--- config.mk ---
export PLATFORM = sky130hd
export DESIGN_NAME = sd_dat_rx
export DESIGN_NICKNAME = d
export VERILOG_FILES = /design/src/rtl/sd_dat_pkg.sv /design/src/rtl/sd_crc16_serial.sv /design/src/rtl/sd_dat_rx.sv
export SDC_FILE = /design/constraint.sdc
export NUM_CORES = 1
export LEC_CHECK = 0
export CORE_MARGIN = 5
export CORE_UTILIZATION = 45
export CTS_CLUSTER_DIAMETER = 120
export DETAILED_ROUTE_END_ITERATION = 10
export SETUP_SLACK_MARGIN = 0.5
export SKIP_CTS_REPAIR_TIMING = 1
export SYNTH_ARGS = -nofsm -noshare
export SYNTH_HDL_FRONTEND = slang
export SYNTH_SLANG_ARGS = --single-unit
--- constraint.sdc ---
create_clock -name clk_i -period 7.3 [get_ports clk_i]
set_input_delay 1.46 -clock clk_i [delete_from_list [all_inputs] [get_ports clk_i]]
set_output_delay 1.46 -clock clk_i [all_outputs]
set_load 0.05 [all_outputs]
--- src/rtl/sd_dat_pkg.sv ---
// Shared definitions for the SD DAT-line receive path.
// Contents:
//   sd_dat_rx_state_e : receive FSM state encoding
//   Crc16Poly, CrcBits: CRC16-CCITT parameters
//   crc16_step        : one serial CRC16 update (MSB-first, no reflection)
package sd_dat_pkg;

  localparam int unsigned CrcBits   = 16;
  localparam logic [CrcBits-1:0] Crc16Poly = 16'h1021;

  typedef enum logic [2:0] {
    StIdle,
    StWaitStart,
    StData,
    StCrc,
    StEndBit,
    StDone
  } sd_dat_rx_state_e;

  // Shift one data bit into the CRC; feedback is the incoming bit XOR the CRC MSB.
  function automatic logic [CrcBits-1:0] crc16_step(input logic [CrcBits-1:0] crc,
                                                    input logic               data_bit);
    logic fb;
    fb = data_bit ^ crc[CrcBits-1];
    return {crc[CrcBits-2:0], 1'b0} ^ (fb ? Crc16Poly : '0);
  endfunction

endpackage

--- src/rtl/sd_crc16_serial.sv ---
// Serial CRC16-CCITT generator, one bit per enabled clock.
// Ports:
//   clk_i   : system clock
//   rst_i   : asynchronous active-high reset, clears the CRC
//   clear_i : synchronous clear to 0x0000 (wins over en_i)
//   en_i    : shift bit_i into the CRC this clock
//   bit_i   : serial data bit
//   crc_o   : current CRC remainder
module sd_crc16_serial
  import sd_dat_pkg::*;
(
  input  logic               clk_i,
  input  logic               rst_i,
  input  logic               clear_i,
  input  logic               en_i,
  input  logic               bit_i,
  output logic [CrcBits-1:0] crc_o
);

  logic [CrcBits-1:0] crc_q, crc_d;

  always_comb begin
    crc_d = crc_q;
    if (clear_i) begin
      crc_d = '0;
    end else if (en_i) begin
      crc_d = crc16_step(crc_q, bit_i);
    end
  end

  always_ff @(posedge clk_i or posedge rst_i) begin
    if (rst_i) begin
      crc_q <= '0;
    end else begin
      crc_q <= crc_d;
    end
  end

  assign crc_o = crc_q;

endmodule

--- src/rtl/sd_dat_rx.sv ---
// SD DAT-line receive deserializer.
// Hunts for the start bit on DAT0, shifts in one block on 1 or 4 lanes, packs bytes into
// 32-bit little-endian words, then checks the per-lane CRC16 and the end bit.
// Ports:
//   clk_i, rst_i      : system clock, asynchronous active-high reset
//   sd_clk_en_i       : one-clk strobe marking an SD-clock rising edge (DAT sample point)
//   dat_i[3:0]        : SD DAT lanes, lane 0 is LSB
//   start_i           : receive request, accepted only when idle
//   abort_i           : synchronous abort back to idle
//   block_size_i      : bytes per block, latched on start
//   bus_width_is_4_i  : 1 = 4-bit bus, 0 = DAT0 only, latched on start
//   data_valid_o      : one-clk strobe, data_o holds a packed word
//   data_o            : packed word, first bus byte in [7:0]
//   done_o            : one-clk strobe at end of block
//   crc_err_o         : CRC mismatch on any active lane (qualified by done_o)
//   end_bit_err_o     : end bit low on any active lane (qualified by done_o)
module sd_dat_rx
  import sd_dat_pkg::*;
#(
  parameter int unsigned MaxBlockBitSize = 10
) (
  input  logic                       clk_i,
  input  logic                       rst_i,
  input  logic                       sd_clk_en_i,
  input  logic [3:0]                 dat_i,
  input  logic                       start_i,
  input  logic                       abort_i,
  input  logic [MaxBlockBitSize-1:0] block_size_i,
  input  logic                       bus_width_is_4_i,
  output logic                       data_valid_o,
  output logic [31:0]                data_o,
  output logic                       done_o,
  output logic                       crc_err_o,
  output logic                       end_bit_err_o
);

  localparam logic [MaxBlockBitSize-1:0] ByteOne = MaxBlockBitSize'(1);

  sd_dat_rx_state_e state_q, state_d;

  logic [MaxBlockBitSize-1:0] size_q, size_d;
  logic [MaxBlockBitSize-1:0] byte_cnt_q, byte_cnt_d;
  logic                       wide_q, wide_d;
  logic [2:0]                 bit_cnt_q, bit_cnt_d;
  logic [3:0]                 crc_cnt_q, crc_cnt_d;
  logic [7:0]                 byte_q, byte_d;
  logic [31:0]                word_q, word_d;
  logic [31:0]                data_q, data_d;
  logic                       valid_q, valid_d;
  logic                       crc_err_q, crc_err_d;
  logic                       end_err_q, end_err_d;

  logic               crc_clear;
  logic               crc_en;
  logic [3:0]         lane_mask;
  logic [CrcBits-1:0] crc_val [4];
  logic [3:0]         crc_exp;
  logic               crc_mis;
  logic [7:0]         byte_next;
  logic               byte_done;
  logic               last_byte;
  logic [31:0]        word_ins;

  // Lanes 3:1 are inert in 1-bit mode: no CRC update, no CRC or end-bit check.
  assign lane_mask = wide_q ? 4'hF : 4'h1;

  for (genvar l = 0; l < 4; l++) begin : g_lane
    sd_crc16_serial u_crc (
      .clk_i   (clk_i),
      .rst_i   (rst_i),
      .clear_i (crc_clear),
      .en_i    (crc_en & lane_mask[l]),
      .bit_i   (dat_i[l]),
      .crc_o   (crc_val[l])
    );
  end

  // Received CRC arrives MSB first, so sample n is checked against bit 15-n (== ~n).
  always_comb begin
    crc_exp = '0;
    for (int l = 0; l < 4; l++) begin
      crc_exp[l] = crc_val[l][~crc_cnt_q];
    end
  end
  assign crc_mis = |((dat_i ^ crc_exp) & lane_mask);

  // Byte assembly: one bit of DAT0 or one nibble per sample, MSB first.
  assign byte_next = wide_q ? {byte_q[3:0], dat_i} : {byte_q[6:0], dat_i[0]};
  assign byte_done = wide_q ? (bit_cnt_q == 3'd1) : (bit_cnt_q == 3'd7);
  assign last_byte = (byte_cnt_q == (size_q - ByteOne));

  // Byte 0 of each word starts from zero so a trailing partial word has clean upper bytes.
  always_comb begin
    word_ins = (byte_cnt_q[1:0] == 2'd0) ? 32'h0 : word_q;
    word_ins[{byte_cnt_q[1:0], 3'b000} +: 8] = byte_next;
  end

  always_comb begin
    state_d    = state_q;
    size_d     = size_q;
    wide_d     = wide_q;
    byte_cnt_d = byte_cnt_q;
    bit_cnt_d  = bit_cnt_q;
    crc_cnt_d  = crc_cnt_q;
    byte_d     = byte_q;
    word_d     = word_q;
    data_d     = data_q;
    valid_d    = 1'b0;
    crc_err_d  = crc_err_q;
    end_err_d  = end_err_q;
    crc_clear  = 1'b0;
    crc_en     = 1'b0;

    unique case (state_q)
      StIdle: begin
        if (start_i) begin
          size_d     = block_size_i;
          wide_d     = bus_width_is_4_i;
          byte_cnt_d = '0;
          bit_cnt_d  = '0;
          crc_cnt_d  = '0;
          byte_d     = '0;
          word_d     = '0;
          crc_err_d  = 1'b0;
          end_err_d  = 1'b0;
          crc_clear  = 1'b1;
          state_d    = StWaitStart;
        end
      end

      StWaitStart: begin
        if (sd_clk_en_i && !dat_i[0]) begin
          state_d = (size_q == '0) ? StCrc : StData;
        end
      end

      StData: begin
        if (sd_clk_en_i) begin
          crc_en = 1'b1;
          byte_d = byte_next;
          if (byte_done) begin
            bit_cnt_d = '0;
            word_d    = word_ins;
            if (byte_cnt_q[1:0] == 2'd3 || last_byte) begin
              valid_d = 1'b1;
              data_d  = word_ins;
            end
            if (last_byte) begin
              state_d = StCrc;
            end else begin
              byte_cnt_d = byte_cnt_q + ByteOne;
            end
          end else begin
            bit_cnt_d = bit_cnt_q + 3'd1;
          end
        end
      end

      StCrc: begin
        if (sd_clk_en_i) begin
          if (crc_mis) begin
            crc_err_d = 1'b1;
          end
          crc_cnt_d = crc_cnt_q + 4'd1;
          if (crc_cnt_q == 4'd15) begin
            state_d = StEndBit;
          end
        end
      end

      StEndBit: begin
        if (sd_clk_en_i) begin
          if (|(~dat_i & lane_mask)) begin
            end_err_d = 1'b1;
          end
          state_d = StDone;
        end
      end

      StDone: begin
        state_d = StIdle;
      end

      default: begin
        state_d = StIdle;
      end
    endcase

    // Abort wins over everything in flight; data_o keeps the last delivered word.
    if (abort_i) begin
      state_d = StIdle;
      valid_d = 1'b0;
      data_d  = data_q;
    end
  end

  always_ff @(posedge clk_i or posedge rst_i) begin
    if (rst_i) begin
      state_q    <= StIdle;
      size_q     <= '0;
      wide_q     <= 1'b0;
      byte_cnt_q <= '0;
      bit_cnt_q  <= '0;
      crc_cnt_q  <= '0;
      byte_q     <= '0;
      word_q     <= '0;
      data_q     <= '0;
      valid_q    <= 1'b0;
      crc_err_q  <= 1'b0;
      end_err_q  <= 1'b0;
    end else begin
      state_q    <= state_d;
      size_q     <= size_d;
      wide_q     <= wide_d;
      byte_cnt_q <= byte_cnt_d;
      bit_cnt_q  <= bit_cnt_d;
      crc_cnt_q  <= crc_cnt_d;
      byte_q     <= byte_d;
      word_q     <= word_d;
      data_q     <= data_d;
      valid_q    <= valid_d;
      crc_err_q  <= crc_err_d;
      end_err_q  <= end_err_d;
    end
  end

  assign data_valid_o  = valid_q;
  assign data_o        = data_q;
  assign done_o        = (state_q == StDone);
  assign crc_err_o     = done_o & crc_err_q;
  assign end_bit_err_o = done_o & end_err_q;

endmodule

==> metrics.txt, run 1 <==
number of global-route vias before repair=6460; top cells by area, synth=dfrtp_1 (51%), nand2_1 (9.3%), o21ai_0 (8.1%); clock latency on the worst-skew pair=0.42 ns; pwr dens=224 nW/um2; Rows=49; Ant. Diodes=0; CTS tree=done; Worst setup SP type=input pin; Power Total=0.00215 W; status=completed; via count=6302; non-filler instance count after layout=1127; CP Class=input pin to flop; Die H=146 um; initial antenna violation count=0; Synth Flop Type=dfrtp_1; gr usage total=0.187; fin nets=914; Final TNS setup=0 ns; largest net degree at the start of global routing=102; final hold vios=0; wire per inst=17.0 um; GPL Wtd Cong=0.789; slew of the pin with the lowest slew margin=1.22 ns; HPWL Detailed=12.5 mm; vias per inst=5.59; RSZ-0062 raised after global routing=no; R2R setup slack=3.65 ns; max_slew headroom=0.185; Final ANT Viol Nets=0; Hold Slack=0.482 ns; GR Overflow Total=0; Yosys top cell by area=dfrtp_1; Synth cell types=57; skew final=0.00955 ns; reg2reg start=wide_q$_DFFE_PP0P_; Worst Path Required=7.60 ns; Pins Over Slew Limit=0; maxcap violations=0; synthesized net count=886; Post-Place Cells=1095; first-pass GRT wire length=32.9 mm; IO Pins=56; peak supply drop=0.150 mV; FFs w/ async S/R, synth=1.00; DIE AREA=21300 um2; Syn Area/Cell=9.68 um2; worst hold path class=flop to flop; Post-Route Utilization=0.532; critical path endpoint=data_o[4]$_DFFE_PP0P_; DR iter-0 viols=371; starting density of the core=0.459; DRT Pass-1 Iters=4; P&R area growth vs syn=16.0%; Cell Area, Synth=8300 um2; Yosys top cell area share=0.510; leakage power=4.09 nW; clock-pin slew on the worst setup and hold paths=0.07 ns; drt drc=0; R2R depth=6; Num CTS Buffers=17; min cycle time layout=4.16 ns; Final setup viols=0; Max Freq=240 MHz; Die Width=146 um; Port Buffers=55; clk sink count=169; CTS H-tree lvls=4; crit path from=sd_clk_en_i; Crit Reg-Reg Endpoint=data_o[4]$_DFFE_PP0P_; Syn Inst Count=857; layout cells sized above 1=0.0980; Ys Warns=0; # fillers=1647; most numerous cell in the Yosys netlist=nand2_1; final clock period utilization by the worst path=0.570; sequential fraction of the synthesis area=0.510; total core area=18100 um2; Post-Route WL=19.2 mm; Setup crit end kind=flop; clk buf depth=2; Worst Path Max Fanout=33; Root Buffer=clkbuf_16; #FFs+latches synth=169; commonest cells in the netlist=nand2_1 (206), dfrtp_1 (169), o21ai_0 (135), clkbuf_1 (39), nor2_1 (31); Critical Path AT=4.46 ns; Post-synth EDFFs=0
## worst min path at each step
| stage | from | to | cells past startpoint |
|---|---|---|---|
| floorplan | byte_q[4]$_DFFE_PP0P_ | byte_q[4]$_DFFE_PP0P_ | 2 |
| global placement | byte_q[4]$_DFFE_PP0P_ | byte_q[4]$_DFFE_PP0P_ | 2 |
| detailed placement | word_q[10]$_DFFE_PP0P_ | word_q[10]$_DFFE_PP0P_ | 2 |
| CTS | word_q[10]$_DFFE_PP0P_ | word_q[10]$_DFFE_PP0P_ | 2 |
| global route | word_q[20]$_DFFE_PP0P_ | word_q[20]$_DFFE_PP0P_ | 2 |
| finish | word_q[16]$_DFFE_PP0P_ | word_q[16]$_DFFE_PP0P_ | 2 |
## cell families (layout without fill, tap and decap cells)
kind of cell / count (synthesis) / after routing / share of synthesized area
compound gates: 192 / 192 / 0.133
xor+xnor: 28 / 28 / 0.0295
mux: 69 / 69 / 0.106
fa+ha+maj: 9 / 9 / 0.0136
buf+inv: 64 / 105 / 0.0323
simple gates: 326 / 326 / 0.176
flops: 169 / 169 / 0.510
## flip-flops by register name (all words and copies together) (netlist names)
register	count
data_valid_o	1
data_o	32
crc_err_q	1
crc_cnt_q	4
wide_q	1
g_lane.u_crc.crc_o	64
state_q	3
byte_cnt_q	10
bit_cnt_q	3
end_err_q	1
byte_q	7
size_q	10
word_q	32
## routing by layer
layer | GRT usage | wire length [um]
met1 | 0.250 | 8650
met3 | 0.0352 | 645
met2 | 0.316 | 9700
met4 | 0.0465 | 204
met5 | 0 | 0
## cells in the final DEF (no fill, tap or decap), types with 14 or more instances in the layout
master | synthesis | final
mux2i_1 | 24 | 24
nor2_1 | 31 | 31
clkbuf_16 | 0 | 17
nand3_1 | 18 | 18
o21ai_0 | 135 | 135
xnor2_1 | 15 | 15
a21oi_1 | 14 | 14
clkdlybuf4s50_1 | 0 | 55
nand2_1 | 206 | 205
a22o_1 | 14 | 14
dfrtp_1 | 169 | 169
mux2_2 | 28 | 28
## worst max-delay path: stages
cell	delay, ns
clkdlybuf4s50_1	0.64
and2_1	0.60
nand2_1	0.59
a211oi_4	0.35
buf_4	0.40
mux2_2	0.39
## stage by stage
stage	worst slack, ns	cell area (um2)
floorplan	1.26	8300
global route	2.87	9630
global placement	2.84	8970
finish	3.14	9630
CTS	3.14	9630
detailed placement	2.70	8970
## power breakdown
part | switching (W) | leakage, nW | internal, W | total (W)
Combinational | 0.000108 | 1.43 | 0.0000576 | 0.000165
Sequential | 0.0000311 | 2.34 | 0.000952 | 0.000983
Clock | 0.000383 | 0.317 | 0.000620 | 0.00100
Total | 0.000522 | 4.09 | 0.00163 | 0.00215
## cell type report
| class | instances | area (um2) | share of cell area |
|---|---|---|---|
| Clock buffer | 18 | 439 | 0.0456 |
| Clock inverter | 14 | 219 | 0.0227 |
| Inverter | 12 | 50.0 | 0.00520 |
| Multi-Input combinational cell | 624 | 3810 | 0.395 |
| Sequential cell | 169 | 4230 | 0.439 |
| Tap cell | 229 | 287 | 0.0298 |
| Timing Repair Buffer | 61 | 596 | 0.0619 |
No activity file was read; power rests on OpenSTA's default activity.
==> inputs of run 2 (changes only) <==
- PLACE_DENSITY: unset -> 0.66
- clock period: 7.3 -> 3.5 ns (I/O delays scaled with it)
==> metrics.txt, run 2 (same netlist as run 1, synthesis figures left out) <==
status=completed; starting density of the core=0.459 (unchanged); clock-pin slew on the worst setup and hold paths=0.06 ns (about the same); commonest non-fill, non-tap cell in the layout=nand2_1; via count=6285 (-0.27%); DIE AREA=21300 um2 (unchanged); Max Freq=322 MHz; pwr dens=445 nW/um2 (+99%); vias per inst=5.47 (-2.2%); Hold Slack=0.481 ns (-0.000888 ns); maxcap violations=0 (unchanged); max_slew headroom=0.345 (+0.160); Power Total=0.00437 W (+100%); peak supply drop=0.412 mV (+170%); leakage power=4.21 nW (+3.1%); Die H=146 um (unchanged); Cell Int Power=0.00330 W (+100%); R2R depth=11 (+5); Post-DP Area=9140 um2 (+1.9%); Port Buffers=55 (unchanged); first-pass GRT wire length=31.9 mm (-3.1%); GPL Wtd Cong=0.816 (+3.4%); clock latency on the worst-skew pair=0.43 ns (about the same); initial antenna violation count=0 (unchanged); most frequent cells in the layout=nand2_1 (205), dfrtp_1 (169), o21ai_0 (135), clkdlybuf4s50_1 (54), nor2_1 (31); Pins Over Slew Limit=0 (unchanged); reg2reg start=size_q[1]$_DFFE_PP0P_; DR iter-0 viols=357 (-3.8%); Die Width=146 um (unchanged); gr usage total=0.182 (-0.00547); clk sink count=169 (unchanged); largest net degree at the start of global routing=70 (-31%); fin nets=936 (+2.4%); CTS tree=done; DRT Pass-1 Iters=4 (unchanged); clk buf depth=2 (unchanged); Worst Path Max Fanout=17 (-48%); Final TNS setup=0 ns (unchanged); wire per inst=16.5 um (-3.1%); Design Area, Final=9830 um2 (+2.2%); Setup crit end kind=flop; final hold vios=0 (unchanged); Critical Path AT=3.41 ns (-1.05 ns); GR Overflow Total=0 (unchanged); IO Pins=56 (unchanged); Worst setup SP type=flop; min cycle time layout=3.11 ns; skew final=0.00842 ns (-0.00113 ns); max reg flops=64 (unchanged); Sw Share=0.245 (+0.00266); total core area=18100 um2 (unchanged); Final setup viols=0 (unchanged); Rows=49 (unchanged); R2R setup slack=0.39 ns (-3.26 ns); slew of the pin with the lowest slew margin=0.955 ns (-0.268 ns); Ant. Diodes=0 (unchanged); hold path depth=2 (unchanged); drt drc=0 (unchanged); number of global-route vias before repair=6219 (-3.7%); clock power share=0.444 (-0.022); CTS H-tree lvls=4 (unchanged); combinational fraction of design power=0.089 (+0.012); Hold Startpoint=word_q[15]$_DFFE_PP0P_; Reg power frac=0.467 (+0.010); RSZ-0062 raised after global routing=yes; Num CTS Buffers=17 (unchanged); Root Buffer=clkbuf_16; layout cells sized above 1=0.124 (+0.0259); HPWL Detailed=12.3 mm (-1.5%); Post-Route Utilization=0.544 (+0.0115); worst hold path class=flop to flop; switching pwr=0.00107 W (+110%); final clock period utilization by the worst path=0.887; Crit Reg-Reg Endpoint=data_o[1]$_DFFE_PP0P_; Final ANT Viol Nets=0 (unchanged); CP Class=flop to flop; hold path endpoint=word_q[15]$_DFFE_PP0P_; Post-Route WL=19.0 mm (-1.2%); P&R area growth vs syn=18.5%; Worst Path Required=3.81 ns (-3.79 ns)
-- run 2: worst max path at each step --
stage                          start                endpoint  cells after the start
6_report       size_q[1]$_DFFE_PP0P_   data_o[1]$_DFFE_PP0P_                     11
5_1_grt        size_q[1]$_DFFE_PP0P_  data_o[28]$_DFFE_PP0P_                     11
4_1_cts        size_q[0]$_DFFE_PP0P_  data_o[28]$_DFFE_PP0P_                     10
3_5_place_dp   size_q[0]$_DFFE_PP0P_  data_o[28]$_DFFE_PP0P_                     10
3_3_place_gp   size_q[0]$_DFFE_PP0P_   data_o[4]$_DFFE_PP0P_                     10
2_1_floorplan  size_q[0]$_DFFE_PP0P_  data_o[19]$_DFFE_PP0P_                     11
-- run 2: worst max-delay path: stages (launching register included) --
cell and delay [ns]:
dfrtp_1 0.40, inv_2 0.09, ha_4 0.14, or4b_4 0.51, or3_1 0.32, and3_4 0.19
nor4_2 0.14, nand4b_1 0.22, a211oi_4 0.31, buf_4 0.16, buf_12 0.15, mux2_2 0.35
-- run 2: routing by layer --
layer | track usage | wire, um | vias up
li1 | - | - | 3076
met1 | 0.253 | 9000 | 3103
met2 | 0.293 | 9120 | 97
met3 | 0.0411 | 711 | 9
met4 | 0.0380 | 144 | 0
met5 | 0 | 0 | -
-- run 2: area by class of cell --
cell class / count / area [um2]
Tap cell: 229 / 287
Clock inverter: 11 / 144
Fill cell: 1625 / 8250
Clock buffer: 21 / 460
Multi-Input combinational cell: 624 / 3830
Timing Repair Buffer: 83 / 835
Sequential cell: 169 / 4230
Inverter: 12 / 48.8
-- run 2: metrics by stage --
step,setup slack (ns),instances
floorplan,0.493,857
global placement,0.500,1110
detailed placement,0.429,1110
CTS,0.381,1142
global route,0.264,1149
finish,0.394,1149
-- run 2: power groups by stage --
stage	Clock, W	Combinational (W)	Sequential (W)
after floorplan	0	0.000278	0.00205
after global placement	0	0.000377	0.00208
after detailed placement	0	0.000377	0.00208
after CTS	0.00198	0.000380	0.00204
after global routing	0.00207	0.000439	0.00205
final	0.00194	0.000391	0.00204
==> inputs of run 3 (changes only) <==
- RECOVER_POWER: unset -> 50
==> metrics.txt, run 3 (same netlist as run 1, synthesis figures left out) <==
gr usage total=0.182 (unchanged); via count=6284 (-0.016%); CTS H-tree lvls=4 (unchanged); clock latency on the worst-skew pair=0.43 ns (about the same); Ant. Diodes=0 (unchanged); GR Overflow Total=0 (unchanged); final clock period utilization by the worst path=0.890 (+0.00268); R2R setup slack=0.38 ns (about the same); maxcap violations=1 (+1); clk sink count=169 (unchanged); P&R area growth vs syn=17.9%; Power Total=0.00436 W (-0.21%); CP Class=flop to flop; Die H=146 um (unchanged); Hold Startpoint=word_q[18]$_DFFE_PP0P_; Final TNS setup=0 ns (unchanged); Root Buffer=clkbuf_16; largest net degree at the start of global routing=70 (unchanged); Critical Path AT=3.42 ns (about the same); min cycle time layout=3.12 ns (+0.00938 ns); final hold vios=0 (unchanged); clk buf depth=2 (unchanged); peak supply drop=0.411 mV (-0.23%); drt drc=0 (unchanged); IO Pins=56 (unchanged); skew final=0.00853 ns (+0.000106 ns); Crit Reg-Reg Endpoint=data_o[1]$_DFFE_PP0P_; Rows=49 (unchanged); starting density of the core=0.459 (unchanged); reg2reg start=size_q[1]$_DFFE_PP0P_; initial antenna violation count=0 (unchanged); worst hold path class=flop to flop; clock-pin slew on the worst setup and hold paths=0.06 ns (about the same); critical path endpoint=data_o[1]$_DFFE_PP0P_; DRT Pass-1 Iters=5 (+1); GPL Wtd Cong=0.816 (unchanged); first-pass GRT wire length=31.9 mm (unchanged); DR iter-0 viols=356 (-0.28%); Port Buffers=55 (unchanged); leakage power=4.20 nW (-0.38%); pwr dens=446 nW/um2 (+0.30%); vias per inst=5.47 (about the same); hold path depth=2 (unchanged); Setup crit end kind=flop; Worst Path Max Fanout=17 (unchanged); status=complete, but fails checks; max_slew headroom=-0.106 (-0.451); CTS tree=done; layout cells sized above 1=0.123 (-0.00109); Final ANT Viol Nets=0 (unchanged); Num CTS Buffers=17 (unchanged); commonest non-fill, non-tap cell in the layout=nand2_1; RSZ-0062 raised after global routing=yes; Worst setup SP type=flop; Die Width=146 um (unchanged); R2R depth=11 (unchanged); Worst Path Required=3.81 ns (about the same); Max Freq=321 MHz (-0.30%); wire per inst=16.6 um (+0.43%); Final setup viols=0 (unchanged); Post-Route WL=19.1 mm (+0.43%); total core area=18100 um2 (unchanged); # fillers=1632 (+0.43%); crit path from=size_q[1]$_DFFE_PP0P_; slew of the pin with the lowest slew margin=1.66 ns (+0.704 ns); DIE AREA=21300 um2 (unchanged); most frequent cells in the layout=nand2_1 (206), dfrtp_1 (169), o21ai_0 (135), clkdlybuf4s50_1 (51), nor2_1 (31); HPWL Detailed=12.3 mm (unchanged); Pins Over Slew Limit=70 (+70); failing checks=max-capacitance violations, max-slew violations; number of global-route vias before repair=6219 (unchanged); fin nets=936 (unchanged); max reg flops=64 (unchanged)
[run 3: changes by cell type in the layout (fill, tap and decap cells not counted), moves of 3 or more]
cell,previous run,this run
clkdlybuf4s50_1,54,51
dlygate4sd3_1,0,3
buf_12,4,1
clkbuf_2,0,3
[run 3: how the worst min path moves through the flow]
| stage | endpoint | slack (ns) |
|---|---|---|
| 2_1_floorplan | byte_q[4]$_DFFE_PP0P_ | 0.45 |
| 3_3_place_gp | word_q[25]$_DFFE_PP0P_ | 0.46 |
| 3_5_place_dp | word_q[12]$_DFFE_PP0P_ | 0.47 |
| 4_1_cts | word_q[12]$_DFFE_PP0P_ | 0.48 |
| 5_1_grt | word_q[17]$_DFFE_PP0P_ | 0.51 |
| 6_report | word_q[18]$_DFFE_PP0P_ | 0.48 |
[run 3: metal layers]
metal	vias to the layer above	track usage	part of all wire
li1	3075	-	-
met1	3107	0.253	0.48
met2	90	0.293	0.48
met3	12	0.0411	0.033
met4	0	0.0380	0.0084
met5	-	0	0
[run 3: through the flow]
step                 util  worst slack [ns]  hold slack (ns)  instances  instance area [um2]
finish              0.541             0.385            0.480       1149                 9780
detailed placement  0.505             0.429            0.470       1110                 9140
global placement    0.505             0.500            0.461       1110                 9140
CTS                 0.538             0.381            0.484       1142                 9740
floorplan               -             0.493            0.449        857                 8320
global route        0.541             0.185            0.505       1149                 9780
[run 3: where the power goes]
group / internal (W) / switching [W] / leakage, nW
Clock: 0.00116 / 0.000776 / 0.298
Sequential: 0.00199 / 0.0000544 / 2.34
Combinational: 0.000145 / 0.000239 / 1.56
Total: 0.00329 / 0.00107 / 4.20
[run 3: worst max-delay path: stages (launching register included)]
cell      delay [ns]
dfrtp_1         0.40
inv_2           0.09
ha_4            0.14
or4b_4          0.51
or3_1           0.32
and3_4          0.19
nor4_2          0.14
nand4b_1        0.23
a211oi_4        0.31
buf_4           0.16
buf_12          0.15
mux2_2          0.35
[run 3: final cells by class]
| cell class | instances | area, um2 | share of cell area |
|---|---|---|---|
| Sequential cell | 169 | 4230 | 0.432 |
| Clock inverter | 11 | 144 | 0.0147 |
| Clock buffer | 21 | 460 | 0.0471 |
| Multi-Input combinational cell | 624 | 3830 | 0.391 |
| Inverter | 12 | 46.3 | 0.00473 |
| Tap cell | 229 | 287 | 0.0293 |
| Timing Repair Buffer | 83 | 790 | 0.0807 |
